$ cat config.mk
export PLATFORM = sky130hd
export DESIGN_NAME = tan_req_scheduler
export DESIGN_NICKNAME = d
export VERILOG_FILES = /design/src/rtl/tan_req_scheduler.sv
export SDC_FILE = /design/constraint.sdc
export NUM_CORES = 1
export LEC_CHECK = 0
export CELL_PAD_IN_SITES_DETAIL_PLACEMENT = 0
export CELL_PAD_IN_SITES_GLOBAL_PLACEMENT = 1
export CORE_MARGIN = 10
export CORE_UTILIZATION = 31
export DETAILED_ROUTE_END_ITERATION = 7
export HOLD_SLACK_MARGIN = 0.15
export PLACE_DENSITY = 0.88
export SLEW_MARGIN = 25
export SYNTH_ARGS = -nofsm -noshare
export SYNTH_HDL_FRONTEND = slang
export SYNTH_SLANG_ARGS = --single-unit
$ cat constraint.sdc
create_clock -name clk -period 2.3 [get_ports clk]
set_input_delay 0.46 -clock clk [delete_from_list [all_inputs] [get_ports clk]]
set_output_delay 0.46 -clock clk [all_outputs]
set_load 0.005 [all_outputs]
$ cat src/rtl/tan_req_scheduler.sv
// Round-robin scheduler sharing one tangent core among NREQ requesters.
// Drives the core's start/ready/busy handshake, returns results with a one-cycle ack, and aborts hung transactions.
module tan_req_scheduler #(
    parameter int NREQ = 4,
    parameter int XW   = 16,
    parameter int TW   = 16,
    parameter int TMO  = 255
) (
    input  logic                 clk,
    input  logic                 rst,
    input  logic [NREQ-1:0]      req,
    input  logic [NREQ*XW-1:0]   x_in,
    output logic [NREQ-1:0]      ack,
    output logic [TW-1:0]        res_tan,
    output logic                 res_err,
    output logic [2:0]           grant_id,
    output logic                 sched_busy,
    output logic                 calc_start,
    output logic [XW-1:0]        calc_x,
    input  logic                 calc_ready,
    input  logic                 calc_busy,
    input  logic [TW-1:0]        calc_tan
);

    typedef enum logic [2:0] {
        S_IDLE,
        S_ISSUE,
        S_RELEASE,
        S_WAIT,
        S_DONE
    } state_t;

    localparam logic [15:0] WD_LAST = 16'(TMO - 1);

    state_t          state_q, state_d;
    logic [2:0]      rr_q, rr_d;
    logic [2:0]      gid_q, gid_d;
    logic [XW-1:0]   x_q, x_d;
    logic [TW-1:0]   tan_q, tan_d;
    logic            err_q, err_d;
    logic [15:0]     wd_q, wd_d;
    logic            seen_ready_q, seen_ready_d;

    logic [XW-1:0]   x_ext [8];
    logic            found;
    logic [2:0]      win;
    logic [3:0]      rr_inc;
    logic            wd_expired;

    generate
        for (genvar gi = 0; gi < 8; gi++) begin : g_xsel
            if (gi < NREQ) begin : g_used
                assign x_ext[gi] = x_in[gi*XW +: XW];
            end else begin : g_pad
                assign x_ext[gi] = '0;
            end
        end
        for (genvar gi = 0; gi < NREQ; gi++) begin : g_ack
            assign ack[gi] = (state_q == S_DONE) && (gid_q == 3'(gi));
        end
    endgenerate

    // Two passes: indices at or above rr first, then wrap to the low indices.
    always_comb begin
        found = 1'b0;
        win   = 3'd0;
        for (int i = 0; i < NREQ; i++) begin
            if (!found && req[i] && (3'(i) >= rr_q)) begin
                found = 1'b1;
                win   = 3'(i);
            end
        end
        for (int i = 0; i < NREQ; i++) begin
            if (!found && req[i]) begin
                found = 1'b1;
                win   = 3'(i);
            end
        end
    end

    assign rr_inc     = {1'b0, gid_q} + 4'd1;
    assign wd_expired = (wd_q == WD_LAST);

    always_comb begin
        state_d      = state_q;
        rr_d         = rr_q;
        gid_d        = gid_q;
        x_d          = x_q;
        tan_d        = tan_q;
        err_d        = err_q;
        wd_d         = wd_q;
        seen_ready_d = seen_ready_q;
        case (state_q)
            S_IDLE: begin
                if (found) begin
                    gid_d        = win;
                    x_d          = x_ext[win];
                    wd_d         = '0;
                    seen_ready_d = 1'b0;
                    state_d      = S_ISSUE;
                end
            end
            S_ISSUE: begin
                // Exit only on a ready 1->0 edge seen while start is held.
                wd_d = wd_q + 16'd1;
                if (calc_ready) begin
                    seen_ready_d = 1'b1;
                end
                if (!calc_ready && seen_ready_q) begin
                    wd_d    = '0;
                    state_d = S_RELEASE;
                end else if (wd_expired) begin
                    wd_d    = '0;
                    tan_d   = '0;
                    err_d   = 1'b1;
                    state_d = S_DONE;
                end
            end
            S_RELEASE: begin
                wd_d = wd_q + 16'd1;
                if (calc_busy) begin
                    wd_d    = '0;
                    state_d = S_WAIT;
                end else if (wd_expired) begin
                    wd_d    = '0;
                    tan_d   = '0;
                    err_d   = 1'b1;
                    state_d = S_DONE;
                end
            end
            S_WAIT: begin
                wd_d = wd_q + 16'd1;
                if (calc_ready) begin
                    wd_d    = '0;
                    tan_d   = calc_tan;
                    err_d   = 1'b0;
                    state_d = S_DONE;
                end else if (wd_expired) begin
                    wd_d    = '0;
                    tan_d   = '0;
                    err_d   = 1'b1;
                    state_d = S_DONE;
                end
            end
            S_DONE: begin
                wd_d    = '0;
                rr_d    = (rr_inc >= 4'(NREQ)) ? 3'd0 : rr_inc[2:0];
                state_d = S_IDLE;
            end
            default: begin
                state_d = S_IDLE;
            end
        endcase
    end

    always_ff @(posedge clk) begin
        if (!rst) begin
            state_q      <= S_IDLE;
            rr_q         <= '0;
            gid_q        <= '0;
            x_q          <= '0;
            tan_q        <= '0;
            err_q        <= 1'b0;
            wd_q         <= '0;
            seen_ready_q <= 1'b0;
        end else begin
            state_q      <= state_d;
            rr_q         <= rr_d;
            gid_q        <= gid_d;
            x_q          <= x_d;
            tan_q        <= tan_d;
            err_q        <= err_d;
            wd_q         <= wd_d;
            seen_ready_q <= seen_ready_d;
        end
    end

    assign calc_start = (state_q == S_ISSUE);
    assign sched_busy = (state_q != S_IDLE);
    assign grant_id   = gid_q;
    assign calc_x     = x_q;
    assign res_tan    = tan_q;
    assign res_err    = err_q;

endmodule

==> impl_metrics.env <==
export IMPL_status="finished clean"
export IMPL_final_cell_mix="128 x clkdlybuf4s50_1, 63 x nand2_1, 57 x dfxtp_1"
export IMPL_postCtsSetupRepairBufs=0
export IMPL_cts_buffer_depth=2
export IMPL_clock_sinks=58
export IMPL_antenna_found_initial=0
export IMPL_drtPass1Iterations=4
export IMPL_worstMarginPinSlew_ps=748
export IMPL_syn_avg_cell_area_um2=8.09
export IMPL_coreArea_um2=10200
export IMPL_yosysUniqueCellTypes=55
export IMPL_grt_usage_pct=15.1
export IMPL_power_density_nw_per_um2=559
export IMPL_overflow=0
export IMPL_final_common_cell="clkdlybuf4s50_1"
export IMPL_layout_area_overhead_vs_synth_pct=56.8
export IMPL_die_w_um=122
export IMPL_cp_arrival_ps=1720
export IMPL_ys_ff_latch=58
export IMPL_holdCritPathClass="reg -> reg"
export IMPL_relSlewSlack_pct=50.1
export IMPL_dp_hpwl_um=8380
export IMPL_drc=0
export IMPL_synth_edf_count=0
export IMPL_place_congestion=0.838
export IMPL_synth_nets=490
export IMPL_clock_skew_ps=8.49
export IMPL_antennaDiodeCount=0
export IMPL_async_flop_share_pct=0
export IMPL_die_area_um2=14800
export IMPL_maxCapViolCount=0
export IMPL_fin_crit_sh_pct=94.7
export IMPL_postCtsResizedCells=1
export IMPL_max_stage_delay_ps=460
export IMPL_r2r_cells=7
export IMPL_fmax_mhz=459
export IMPL_grt_first_pass_wirelength_um=18300
export IMPL_wl_um=11500
export IMPL_die_height_um=122
export IMPL_dr_first_iter_drc_count=336
export IMPL_drive_gt1_share_pct=10.5
export IMPL_slew_violations=0
export IMPL_setup_viol_count_final=0
export IMPL_path_cells="inv_1 > ha_1 > and3_1 > clkdlybuf4s50_1"
export IMPL_worstSetupEndpointType="primary output"
export IMPL_numPortBuffers=128
export IMPL_hold_buffers=0
export IMPL_cts_htree_levels=3
export IMPL_ir_worst_vdd_mv=0.377
export IMPL_cts_made_buffers=9
export IMPL_p_leak_nw=1.97
export IMPL_final_hold_violation_count=0
export IMPL_synth_cells=396
export IMPL_min_path_cells=2
export IMPL_crit_fanout=6
export IMPL_rows=37
export IMPL_cts_tree="built"
export IMPL_grt_max_degree=33
export IMPL_routed_via_density=5.35
export IMPL_via_count=3591
export IMPL_path_clk_slew_ps=80
export IMPL_routedWlPerCell_um=17.1
export IMPL_fin_tns_setup_ps=0
export IMPL_drtAntennaViolNets=0
export IMPL_insertion_delay_ps=350
export IMPL_grt_pass1_vias=3541
export IMPL_rsz0062_at_grt="false"
export IMPL_yosysWarningCount=0
export IMPL_required_ps=1840
export IMPL_total_power_mw=2.81
export IMPL_nets=624
export IMPL_ioPinCount=130
export IMPL_initial_core_util_pct=31.4
export IMPL_synth_main_ff_cell="dfxtp_1"
export IMPL_path_class="reg -> out"
export IMPL_startpoint_type="flop"
export IMPL_post_route_min_period_ps=2180
export IMPL_slowest_stage="dfxtp_1"
export IMPL_ys_seq_area_share_pct=36.2
export IMPL_synth_area_um2=3200
export IMPL_cts_root_buf="clkbuf_8"
## state kept, by name, indices dropped and copies added (netlist names)
name          cells
calc_x           16
rr_q              3
res_tan          16
state_q           3
res_err           1
wd_q             16
grant_id          2
seen_ready_q      1
## cells in the mapped netlist, drive strengths merged, types with 6 or more instances
cell | n | share of area [%]
o21ai | 8 | 1.4
o31ai | 17 | 4.0
a21oi | 30 | 4.8
nor2 | 15 | 1.8
nand3 | 16 | 2.5
a221oi | 32 | 8.8
nand2 | 64 | 7.6
buf | 9 | 1.6
inv | 7 | 0.82
clkbuf | 21 | 2.5
ha | 6 | 2.3
dfxtp | 58 | 36
and3 | 41 | 8.0
nor3 | 7 | 1.1
## cells by family (layout without fill, tap and decap cells)
kind of cell	after synthesis	count (layout)	share of synthesized area, %
muxes	4	4	1.25
other	1	1	0.117
adders and majority gates	6	6	2.34
AOI/OAI and AO/OA	108	108	25.2
and+or+nand+nor	182	182	29.9
DFF	58	58	36.2
buffers and inverters	37	176	4.92
## worst max-delay path, delay by kind of cell, from the launching register on
kind | cells | cell delay (ps)
AND/OR/NAND/NOR | 1 | 160
adder cells (fa/ha/maj) | 1 | 200
flip-flops | 1 | 460
buffers and inverters | 2 | 550
## per-stage QoR
step	utilization (%)	hold WS (ps)	cell area, um^2	instances	worst slack (ps)
2_1_floorplan	-	447	3200	396	428
3_3_place_gp	46.7	435	4760	655	-172
3_5_place_dp	46.8	441	4760	655	-188
4_1_cts	49.2	459	5010	671	33.2
5_1_grt	49.3	482	5020	671	11.7
6_report	49.3	455	5020	671	121
## area by class of cell
type                    count  area (um^2)
fillers                   983         5160
multi-input cells         301         1890
repair buffers            153         1520
flip-flops and latches     58         1160
well taps                 136          170
clock inverters             7          125
clock buffers               9          124
inverters                   7         26.3
## final timing paths
check | startpoint | endpoint | slack, ps
max reg2reg | wd_q[9]$_SDFFE_PN0P_ | wd_q[7]$_SDFFE_PN0P_ | 190
max | grant_id[0]$_SDFFE_PN0P_ | ack[0] | 120
min reg2reg | calc_x[0]$_SDFFE_PN0P_ | calc_x[0]$_SDFFE_PN0P_ | 460
min | calc_x[0]$_SDFFE_PN0P_ | calc_x[0]$_SDFFE_PN0P_ | 460
## metal layers
metal  GRT usage, %  part of all wire [%]
met5              0                     0
met1           18.4                    41
met4           6.93                   2.7
met3           4.07                   5.8
met2           24.3                    50
## power breakdown
group	switching, mW	leakage, nW	internal [mW]
clock network	0.481	0.124	0.731
logic	0.206	1.37	0.315
registers	0.0315	0.472	1.05
No activity file was read; power rests on OpenSTA's default activity.
